$ cat src/rtl/ltssm_pkg.sv
// Shared LTSSM definitions: ordered-set symbols, TS symbol positions and rx FSM states.
// Used by both the TS generator and the TS receiver.
package ltssm_pkg;

  localparam logic [7:0] COM    = 8'hBC;
  localparam logic [7:0] PADG12 = 8'hF7;
  localparam logic [7:0] TS1_ID = 8'h4A;
  localparam logic [7:0] TS2_ID = 8'h45;

  localparam logic [3:0] SYM_LINK = 4'd1;
  localparam logic [3:0] SYM_LANE = 4'd2;
  localparam logic [3:0] SYM_NFTS = 4'd3;
  localparam logic [3:0] SYM_RATE = 4'd4;
  localparam logic [3:0] SYM_CTRL = 4'd5;
  localparam logic [3:0] SYM_ID0  = 4'd6;
  localparam logic [3:0] SYM_LAST = 4'd15;

  typedef enum logic {
    RX_HUNT,
    RX_COLLECT
  } rx_state_t;

endpackage

$ cat src/rtl/ts_rx.sv
// Single-lane TS1/TS2 receiver: aligns on COM, validates 16-symbol ordered sets,
// presents parsed fields and counts consecutive identical sets.
module ts_rx
  import ltssm_pkg::*;
#(
  parameter int CNT_W = 4
) (
  input  logic             clk,
  input  logic             rst,
  input  logic             sym_vld,
  input  logic [7:0]       sym,
  input  logic             sym_k,
  output logic             ts_vld,
  output logic             ts_is_ts2,
  output logic [7:0]       ts_link,
  output logic             ts_link_pad,
  output logic [7:0]       ts_lane,
  output logic             ts_lane_pad,
  output logic [7:0]       ts_nfts,
  output logic [7:0]       ts_rate,
  output logic [7:0]       ts_ctrl,
  output logic [CNT_W-1:0] ts_consec,
  output logic             ts_err
);

  localparam logic [CNT_W-1:0] CNT_MAX = {CNT_W{1'b1}};
  localparam logic [CNT_W-1:0] CNT_ONE = {{(CNT_W-1){1'b0}}, 1'b1};

  rx_state_t  state;
  logic [3:0] idx;

  // Set under construction; only copied to the outputs once symbol 15 passes.
  logic [7:0] s_link, s_lane, s_nfts, s_rate, s_ctrl, s_id;
  logic       s_link_pad, s_lane_pad;

  logic is_com, is_pad, sym_ok, same_set;

  assign is_com = sym_k && (sym == COM);
  assign is_pad = sym_k && (sym == PADG12);

  always_comb begin
    sym_ok = 1'b0;
    if (idx == SYM_LINK || idx == SYM_LANE)
      sym_ok = !sym_k || is_pad;
    else if (idx >= SYM_NFTS && idx <= SYM_CTRL)
      sym_ok = !sym_k;
    else if (idx == SYM_ID0)
      sym_ok = !sym_k && (sym == TS1_ID || sym == TS2_ID);
    else if (idx > SYM_ID0)
      sym_ok = !sym_k && (sym == s_id);
  end

  // The identifier symbols all equal s_id by the time symbol 15 passes.
  assign same_set = (ts_consec != '0) &&
    ({(s_id == TS2_ID), s_link, s_link_pad, s_lane, s_lane_pad, s_nfts, s_rate, s_ctrl} ==
     {ts_is_ts2, ts_link, ts_link_pad, ts_lane, ts_lane_pad, ts_nfts, ts_rate, ts_ctrl});

  always_ff @(posedge clk or negedge rst) begin
    if (!rst) begin
      state       <= RX_HUNT;
      idx         <= '0;
      s_link      <= '0;
      s_lane      <= '0;
      s_nfts      <= '0;
      s_rate      <= '0;
      s_ctrl      <= '0;
      s_id        <= '0;
      s_link_pad  <= 1'b0;
      s_lane_pad  <= 1'b0;
      ts_vld      <= 1'b0;
      ts_err      <= 1'b0;
      ts_is_ts2   <= 1'b0;
      ts_link     <= '0;
      ts_link_pad <= 1'b0;
      ts_lane     <= '0;
      ts_lane_pad <= 1'b0;
      ts_nfts     <= '0;
      ts_rate     <= '0;
      ts_ctrl     <= '0;
      ts_consec   <= '0;
    end else begin
      ts_vld <= 1'b0;
      ts_err <= 1'b0;
      if (sym_vld) begin
        case (state)
          RX_HUNT: begin
            if (is_com) begin
              state <= RX_COLLECT;
              idx   <= SYM_LINK;
            end
          end
          RX_COLLECT: begin
            if (is_com) begin
              // Abort the set in progress; this COM opens the next one.
              ts_err    <= 1'b1;
              ts_consec <= '0;
              idx       <= SYM_LINK;
            end else if (!sym_ok) begin
              ts_err    <= 1'b1;
              ts_consec <= '0;
              state     <= RX_HUNT;
              idx       <= '0;
            end else begin
              case (idx)
                SYM_LINK: begin s_link <= sym; s_link_pad <= is_pad; end
                SYM_LANE: begin s_lane <= sym; s_lane_pad <= is_pad; end
                SYM_NFTS: s_nfts <= sym;
                SYM_RATE: s_rate <= sym;
                SYM_CTRL: s_ctrl <= sym;
                SYM_ID0:  s_id   <= sym;
                default: ;
              endcase
              if (idx == SYM_LAST) begin
                ts_vld      <= 1'b1;
                ts_is_ts2   <= (s_id == TS2_ID);
                ts_link     <= s_link;
                ts_link_pad <= s_link_pad;
                ts_lane     <= s_lane;
                ts_lane_pad <= s_lane_pad;
                ts_nfts     <= s_nfts;
                ts_rate     <= s_rate;
                ts_ctrl     <= s_ctrl;
                if (!same_set)
                  ts_consec <= CNT_ONE;
                else if (ts_consec != CNT_MAX)
                  ts_consec <= ts_consec + CNT_ONE;
                state <= RX_HUNT;
                idx   <= '0;
              end else begin
                idx <= idx + 4'd1;
              end
            end
          end
          default: begin
            state <= RX_HUNT;
            idx   <= '0;
          end
        endcase
      end
    end
  end

endmodule
$ cat config.mk
export PLATFORM = sky130hd
export DESIGN_NAME = ts_rx
export DESIGN_NICKNAME = d
export VERILOG_FILES = /design/src/rtl/ltssm_pkg.sv /design/src/rtl/ts_rx.sv
export SDC_FILE = /design/constraint.sdc
export NUM_CORES = 1
export LEC_CHECK = 0
export CAP_MARGIN = 20
export CORE_MARGIN = 1
export CORE_UTILIZATION = 30
export CTS_BUF_LIST = sky130_fd_sc_hd__clkbuf_16
export CTS_CLUSTER_DIAMETER = 60
export DETAILED_ROUTE_END_ITERATION = 8
export SYNTH_ARGS = -nofsm -noshare
export SYNTH_HDL_FRONTEND = slang
export SYNTH_SLANG_ARGS = --single-unit
$ cat constraint.sdc
create_clock -name clk -period 4.31 [get_ports clk]
set_input_delay 0.6465 -clock clk [delete_from_list [all_inputs] [get_ports clk]]
set_output_delay 0.6465 -clock clk [all_outputs]
set_load 0.03 [all_outputs]
==> results of run 1 <==
==> worst paths after layout <==
path                                      to  slack (ps)  depth (start not counted)
min in group clk                  ts_link[1]         550                          1
worst max-delay path             ts_lane_pad        1020                          7
worst max register to register  ts_consec[3]        1350                          7
max in group asynchronous          s_nfts[0]        3100                          3
worst min register to register    ts_link[1]         550                          1
worst min-delay path              ts_ctrl[6]         250                          1
==> where the power goes <==
group / internal, mW / switching (mW) / leakage (nW)
Combinational: 0.0339 / 0.0642 / 1.54
Sequential: 0.981 / 0.00578 / 1.43
Clock: 0.375 / 0.334 / 0.123
==> logic make-up after synthesis <==
| family | Yosys count |
|---|---|
| AND/OR/NAND/NOR | 65 |
| buffers and inverters | 25 |
| flip-flops | 104 |
| adder cells (fa/ha/maj) | 6 |
| multiplexers | 94 |
| AO/OA/AOI/OAI | 25 |
| XOR/XNOR | 51 |
==> routing by layer <==
layer	vias up	track usage	routed length, um
met4	0	0.0520	166
met2	61	0.229	5380
li1	1445	-	-
met1	1592	0.181	5060
met5	-	0	0
met3	12	0.0349	430
==> cell usage in the layout, fill, tap and decap left out, types with 2 or more instances in the layout <==
cell type / synthesis / final
sky130_fd_sc_hd__xor2_1: 50 / 50
sky130_fd_sc_hd__ha_1: 6 / 6
sky130_fd_sc_hd__o2111ai_1: 2 / 2
sky130_fd_sc_hd__nand3_1: 5 / 5
sky130_fd_sc_hd__clkdlybuf4s50_1: 0 / 59
sky130_fd_sc_hd__dfrtp_1: 104 / 104
sky130_fd_sc_hd__nand3_2: 6 / 6
sky130_fd_sc_hd__clkinv_1: 0 / 2
sky130_fd_sc_hd__buf_4: 2 / 3
sky130_fd_sc_hd__buf_16: 0 / 2
sky130_fd_sc_hd__inv_1: 10 / 11
sky130_fd_sc_hd__nor4b_1: 3 / 3
sky130_fd_sc_hd__mux2_2: 92 / 92
sky130_fd_sc_hd__and2_1: 2 / 2
sky130_fd_sc_hd__clkbuf_16: 0 / 9
sky130_fd_sc_hd__nor4_1: 14 / 14
sky130_fd_sc_hd__nand2_1: 9 / 9
sky130_fd_sc_hd__a21oi_1: 3 / 3
sky130_fd_sc_hd__o21ai_0: 5 / 5
sky130_fd_sc_hd__o211ai_1: 3 / 3
sky130_fd_sc_hd__nor2_1: 8 / 8
sky130_fd_sc_hd__nand4_1: 3 / 3
sky130_fd_sc_hd__nor3_1: 3 / 3
sky130_fd_sc_hd__mux2i_1: 2 / 2
sky130_fd_sc_hd__a21boi_0: 3 / 3
sky130_fd_sc_hd__nor4bb_1: 2 / 2
sky130_fd_sc_hd__and3_1: 3 / 3
==> metrics by stage <==
stage | cells | setup WS, ps
2_1_floorplan | 370 | 1740
6_report | 648 | 1020
5_1_grt | 648 | 814
3_5_place_dp | 633 | 456
4_1_cts | 646 | 810
3_3_place_gp | 633 | 525
==> area by class of cell <==
| type | instances | area (um^2) | share of cell area |
|---|---|---|---|
| multi-input combinational | 241 | 2180 | 0.363 |
| clock buffer | 9 | 225 | 0.0376 |
| tap | 216 | 270 | 0.0451 |
| clock inverter | 4 | 16.3 | 0.00271 |
| inverter | 10 | 37.5 | 0.00626 |
| sequential | 104 | 2600 | 0.434 |
| timing repair buffer | 64 | 668 | 0.111 |
==> worst register-to-register path: stages, from the launching register on <==
cell and delay (ps):
sky130_fd_sc_hd__dfrtp_1 410, sky130_fd_sc_hd__inv_1 90, sky130_fd_sc_hd__ha_1 200, sky130_fd_sc_hd__a2111oi_0 600, sky130_fd_sc_hd__nand3_1 190, sky130_fd_sc_hd__nor4_1 840, sky130_fd_sc_hd__a311oi_1 310, sky130_fd_sc_hd__o21ai_0 240
==> impl.org, run 1 <==
** Setup path
- Traced cell by cell, the critical path runs through clkdlybuf4s50_1 -> xor2_1 -> nor4_1 -> o211ai_1 -> a2111o_2 -> buf_16 -> mux2_2.
- Worst Path Buf+Inv :: 2
- Critical Path Source Type :: input port
- Signal arrival time at the worst endpoint :: 3530 ps
- The setup path with the least slack is of type in2reg.
- CP max stage cell :: sky130_fd_sc_hd__a2111o_2
- Cell family with most CP delay :: compound AO/OA/AOI/OAI gates
- STA classifies the critical path endpoint as a flop.
- The startpoint identified for the worst register-to-register timing path is ts_consec[0].
- Worst setup startpoint :: sym[6]
- Of all nets on the critical path, the largest fanout is 24.
- Required time worst endpoint :: 4540 ps
- Peak per-stage delay on the critical path :: 800 ps

** Layout
- Final cell area excluding filler cells :: 6000 um^2
- Count of fill cells added during filler insertion :: 1555
- Share of layout cells above drive strength 1 :: 0.271
- Layout Nets :: 448
- 0 antenna diodes ended up in the layout.
- Once layout is complete, the utilization of the core stands at 0.376.
- Layout overhead on the synthesized area :: 21.8%

** Floorplanning
- Standard-cell rows :: 46
- Vertical die dimension :: 130 um
- 61 I/O pins were placed.
- Overall die area :: 16900 um^2
- The core region is 15900 um^2.
- Initial core utilization :: 0.309
- Die width :: 130 um

** Synthesis
- Of the total synthesized cell area, the portion taken by AND, OR, NAND and NOR gates is 0.0821.
- Synthesis produced 370 cells.
- Of the total synthesized cell area, the portion taken by XOR and XNOR cells is 0.0907.
- In this run the cell area of the synthesized design comes to 4920 um^2.
- Async S/R FF share, synth :: 1.00
- #FFs+latches synth :: 104
- Avg Inst Size Synth :: 13.3 um^2
- Fraction of post-synthesis cell area in the top cell type by area :: 0.529
- Summed over all instances, the cell type with the most area after synthesis is sky130_fd_sc_hd__dfrtp_1.
- Number of distinct library cells after synthesis :: 43
- Most frequently used cell type in the post-synthesis netlist :: sky130_fd_sc_hd__dfrtp_1
- Leading cell types by total area after synthesis :: sky130_fd_sc_hd__dfrtp_1 53%, sky130_fd_sc_hd__mux2_2 21%, sky130_fd_sc_hd__xor2_1 8.9%
- In this run, synthesis inferred 0 flip-flops with an integrated enable.
- Synth Area in Adders :: 0.0152
- The most used flip-flop cell after synthesis is sky130_fd_sc_hd__dfrtp_1.
- During synthesis, Yosys emitted a total of 0 warnings.
- Largest family of logic cells by synthesized area :: multiplexers
- Counting every net in the synthesized netlist gives 388.
- The post-synthesis compound-gate area fraction came to 0.0391.
- Of the post-synthesis cell area, the part taken by muxes is 0.214.
- Ranking of synthesized cells by instance count :: 104 x sky130_fd_sc_hd__dfrtp_1, 92 x sky130_fd_sc_hd__mux2_2, 50 x sky130_fd_sc_hd__xor2_1
- Of the synthesized area, sequential elements account for 0.529.

** Timing
- For the final routed database, the setup TNS stands at 0 ps.
- At the pin with the least slew margin, the transition time is 933 ps.
- Highest attainable clock frequency :: 0.304 GHz
- Shortest period the worst path allows :: 3290 ps
- Worst slew margin :: 0.372
- Final hold slack :: 251 ps
- Crit share post-route :: 0.764
- RSZ-0062 raised after global routing :: false
- Setup violations, final :: 0
- Slew Limit Fails :: 0
- The clock arrives with 8.09 ps of skew.
- The hold violation count in the final report is 0.

** Route
- The detail route stage leaves a number of antenna-violating nets equal to 0.
- The first detailed-routing pass ran for 4 iterations.
- After detailed routing, the number of vias per cell comes to 4.80.
- Number of vias in the routed layout :: 3110
- Routed wirelength normalized by instance count :: 17.0 um
- Summed over all layers, the routed wires come to 11000 um.
- For this block, the initial DRC count from the detailed router was 111.
- Residual DRC :: 0

** Flow run
- Maximum Capacitance Violations :: 0

** GRT
- Entering global routing, the biggest net connects 82 pins.
- The number of antenna violations at the first check in global routing came to 0.
- Vias in the first global route :: 3221
- Total track usage :: 0.141
- Global-route wire length before repair :: 17600 um
- Total global routing overflow :: 0

** Placed design
- After legalization and detailed placement, the total HPWL measured 7700 um.
- In this run the cell area measured after placement is 5700 um^2.
- Input and output buffers added on the ports amount to 60.
- Routability-driven placement finished with a final weighted congestion of 0.790.

** Pwr
- Power consumption :: 1.79 mW
- Leakage power summed over all cells :: 3.09 nW
- Peak supply drop :: 190 uV
- Power density of the placed cells :: 299 nW/um^2

** Worst hold path
- Type of the worst min-delay path :: in2async

** Clock tree
- Post-cts resize count :: 0
- Largest buffer count on any clock path :: 2
- In this run, post-CTS hold repair placed 0 buffers.
- Clock-pin slew of the registers on the worst-case setup and hold paths :: 70 ps
- CTS saw 104 sinks.
- TritonCTS clock tree :: yes
- Counting the buffers created by CTS gives 9.
- The clock reaches the later pin of the worst-skew pair after 350 ps.
- Once the clock tree was built, the setup fixing pass inserted 0 buffers.
- The cell sitting at the root of the clock tree is a sky130_fd_sc_hd__clkbuf_16.
- H-tree levels :: 3

** Status
- The run finished with clean final reports.
(Power assumes the default switching activity.)
==> run 2: changes to the inputs <==
==> constraint.sdc (replaced) <==
create_clock -name clk -period 2.9 [get_ports clk]
set_input_delay 0.435 -clock clk [delete_from_list [all_inputs] [get_ports clk]]
set_output_delay 0.435 -clock clk [all_outputs]
set_load 0.03 [all_outputs]
==> run 2 against run 1 <==
  * Worst hold slack got worse by 210 ps
  * Wire length increased by 1.2%
  * Core utilization rose by 2.1 points
  * Clock power increased by 81%
  * Via count grew 3.0%
  * Worst setup slack got worse by 790 ps
  * Critical path depth unchanged
  * Critical path type unchanged
  * Critical endpoint is now ts_link_pad
==> impl.org, run 2 (synthesis results as in run 1) <==
** Clock tree
- TritonCTS clock tree :: yes
- H-tree levels :: 3 (unchanged)
- Clock latency on the worst-skew pair :: 350 ps (about the same)
- The post-CTS setup buffer count came to 0 (unchanged).
- Clock-pin slew of the registers on the worst-case setup and hold paths :: 60 ps (about the same)
- CTS placed an instance of sky130_fd_sc_hd__clkbuf_16 at the clock tree root.
- The total clock buffers created by CTS was 9 (unchanged).
- The number of resized instances in the post-cts repair step was 0 (unchanged).
- Largest buffer count on any clock path :: 2 (unchanged)
- The number of buffers inserted by hold repair at cts was 0 (unchanged).
- CTS sink count :: 104 (unchanged)

** Pwr
- Internal power consumption :: 2.28 mW (+64%)
- Peak supply drop :: 366 uV (+92%)
- The sequential group share of total power was 0.501 (-0.049).
- The fraction of power consumed by combinational cells was 0.060 (+0.005).
- The fraction of power spent switching nets is 0.220 (-0.00472).
- The overall power of the completed layout came to 2.92 mW (+63%).
- Clock network fraction of total power :: 0.438 (+0.043)
- The switching power of the nets was 644 uW (+60%).
- Leakage power summed over all cells :: 3.28 nW (+6.1%)
- Power density of the placed cells :: 462 nW/um^2 (+54%)

** Setup path
- Peak per-stage delay on the critical path :: 590 ps (-210 ps)
- Reg2Reg Depth :: 10 (+3)
- Worst setup startpoint :: sym[6]
- The worst setup path is of the in2reg kind.
- Worst-path cell chain :: clkdlybuf4s50_1 -> xor2_1 -> nor4_1 -> o211ai_1 -> a2111o_2 -> buf_12 -> mux2_2
- Reg-to-Reg Start :: idx[0]
- The data required time of the critical path came to 3130 ps (-1410 ps).
- Worst Path Buf+Inv :: 2 (unchanged)
- The slowest stage of the critical path belongs to the cell sky130_fd_sc_hd__a2111o_2.
- The reg-to-reg setup timing slack was 290 ps (-1060 ps).
- The logic depth of the worst path, buffers included was 7 (unchanged).
- Following the worst setup path forward leads to its endpoint at ts_link_pad.
- Critical path endpoint category :: flop
- The peak fanout along the critical path is 28 (+17%).
- The endpoint identified for the worst register-to-register timing path is s_link[2].
- The data arrival at the endpoint of the critical path was 2910 ps (-620 ps).
- The worst setup path is launched from an input port.
- On the critical path the largest part of the delay comes from compound AO/OA/AOI/OAI gates.

** Layout
- Most common cell after layout, fill and taps aside :: sky130_fd_sc_hd__dfrtp_1
- Area occupied by multi-input gates :: 2180 um^2 (unchanged)
- The fraction of final layout cells with drive strength greater than 1 was 0.326 (+0.0553).
- Count of fill cells added during filler insertion :: 1520 (-2.3%)
- Layout overhead on the synthesized area :: 28.6%
- Leading cell types in the layout, fill and taps excluded :: 104 x sky130_fd_sc_hd__dfrtp_1, 92 x sky130_fd_sc_hd__mux2_2, 59 x sky130_fd_sc_hd__clkdlybuf4s50_1
- The register area is 2600 um^2 (unchanged).
- Layout Nets :: 479 (+6.9%)
- The final instance count without filler cells is 682 (+5.2%).
- The number of diodes is 0 (unchanged).

** Route
- Residual DRC :: 0 (unchanged)
- The number of search-and-repair iterations in the first detailed-routing pass was 4 (unchanged).
- Count of antenna-violating nets left after detailed routing :: 0 (unchanged)
- The violation count after the first detailed-route iteration was 159 (+43%).
- The routed length per instance was 16.4 um (-3.9%).
- The total detailed-routing wirelength came to 11200 um (+1.2%).
- The via density per instance was 4.70 (-2.2%).
- Number of vias in the routed layout :: 3202 (+3.0%)

** Floorplanning
- The chip width was 130 um (unchanged).
- The die boundary height is 130 um (unchanged).
- Number of ports placed on the die boundary :: 61 (unchanged)
- Core Box Area :: 15900 um^2 (unchanged)
- The overall die area is 16900 um^2 (unchanged).
- Initial core utilization :: 0.309 (unchanged)
- Standard-cell rows :: 46 (unchanged)

** GRT
- The global-route congestion overflow total came to 0 (unchanged).
- The number of global-route vias before repair was 3332 (+3.4%).
- The number of antenna violations at the first check in global routing was 0 (unchanged).
- Global-route wire length before repair :: 18300 um (+3.7%)
- Total track usage :: 0.145 (+0.00390)
- The pin count of the biggest net entering global routing came to 81 (-1.2%).

** Placed design
- The post-placement worst setup slack was -167 ps (-623 ps).
- The number of port buffers was 60 (unchanged).
- The placed cell count came to 665 (+5.1%).
- Global placer's final weighted congestion :: 0.829 (+5.0%)
- The half-perimeter wire length after placement is 8150 um (+5.8%).

** Flow run
- Maximum Capacitance Violations :: 0 (unchanged)

** Timing
- Slew Limit Fails :: 0 (unchanged)
- PnR worst setup slack :: 225 ps (-791 ps)
- The measured slew at the worst slew-check pin is 636 ps (-297 ps).
- The routed design could run at a clock period as short as 2680 ps.
- Post-Route Skew :: 7.69 ps (-0.395 ps)
- Highest attainable clock frequency :: 0.374 GHz
- Hold violation total from the final report :: 0 (unchanged)
- Final setup TNS :: 0 ps (unchanged)
- Crit share post-route :: 0.922
- Worst slew margin :: 0.572 (+0.200)
- Setup violations, final :: 0 (unchanged)
- Setup repair after global routing left no endpoint under its margin.

** Status
- The flow ran to the end, and the final reports show no timing, DRC or antenna violations.

** Worst hold path
- The min-delay analysis places its worst path in the category in2async.
-- run 2: changes by cell type in the layout (fill, tap and decap cells not counted), sizes merged --
cell and change:
bufinv +2, clkinvlp +2, buf +31, clkinv -1
-- run 2: final cells by class --
| type | instances | area share |
|---|---|---|
| clock buffers | 9 | 0.0356 |
| clock inverters | 7 | 0.0138 |
| inverters | 10 | 0.00593 |
| repair buffers | 95 | 0.147 |
| multi-input cells | 241 | 0.344 |
| flip-flops and latches | 104 | 0.411 |
| well taps | 216 | 0.0427 |
-- run 2: worst min-delay path by stage --
stage	from	endpoint	cells after the start	slack [ps]
3_3_place_gp	state	state	2	510
4_1_cts	rst	s_rate[3]	1	290
3_5_place_dp	state	state	2	530
6_report	rst	ts_rate[3]	1	40
2_1_floorplan	rst	idx[0]	0	140
5_1_grt	rst	ts_rate[1]	1	70
-- run 2: power groups by stage --
stage	Sequential, mW	Clock (mW)	Combinational (mW)
after detailed placement	1.49	0	0.175
final	1.47	1.28	0.177
after global placement	1.49	0	0.173
after CTS	1.47	1.32	0.176
after global routing	1.47	1.38	0.195
after floorplan	1.50	0	0.0698
-- run 2: metrics by stage --
stage	hold WS, ps	cell area [um^2]	util
floorplan	139	4920	-
global placement	514	5990	0.376
detailed placement	526	5990	0.376
CTS	289	6300	0.395
global route	69.4	6330	0.397
finish	41.9	6330	0.397
-- run 2: worst register-to-register path, stage by stage, from the launching register on --
cell and delay (ps):
sky130_fd_sc_hd__dfrtp_1 400, sky130_fd_sc_hd__inv_1 100, sky130_fd_sc_hd__ha_1 310, sky130_fd_sc_hd__or3_1 370
sky130_fd_sc_hd__a21oi_1 180, sky130_fd_sc_hd__o21a_1 240, sky130_fd_sc_hd__a211oi_4 90, sky130_fd_sc_hd__buf_4 200
sky130_fd_sc_hd__nand3_2 110, sky130_fd_sc_hd__buf_4 170, sky130_fd_sc_hd__mux2_2 340
-- run 2: per-layer routing --
layer | global-route usage | up-vias | wire [um]
met2 | 0.225 | 61 | 5240
met5 | 0 | - | 0
met4 | 0.0445 | 0 | 131
met3 | 0.0336 | 13 | 390
met1 | 0.200 | 1623 | 5410
li1 | - | 1505 | -
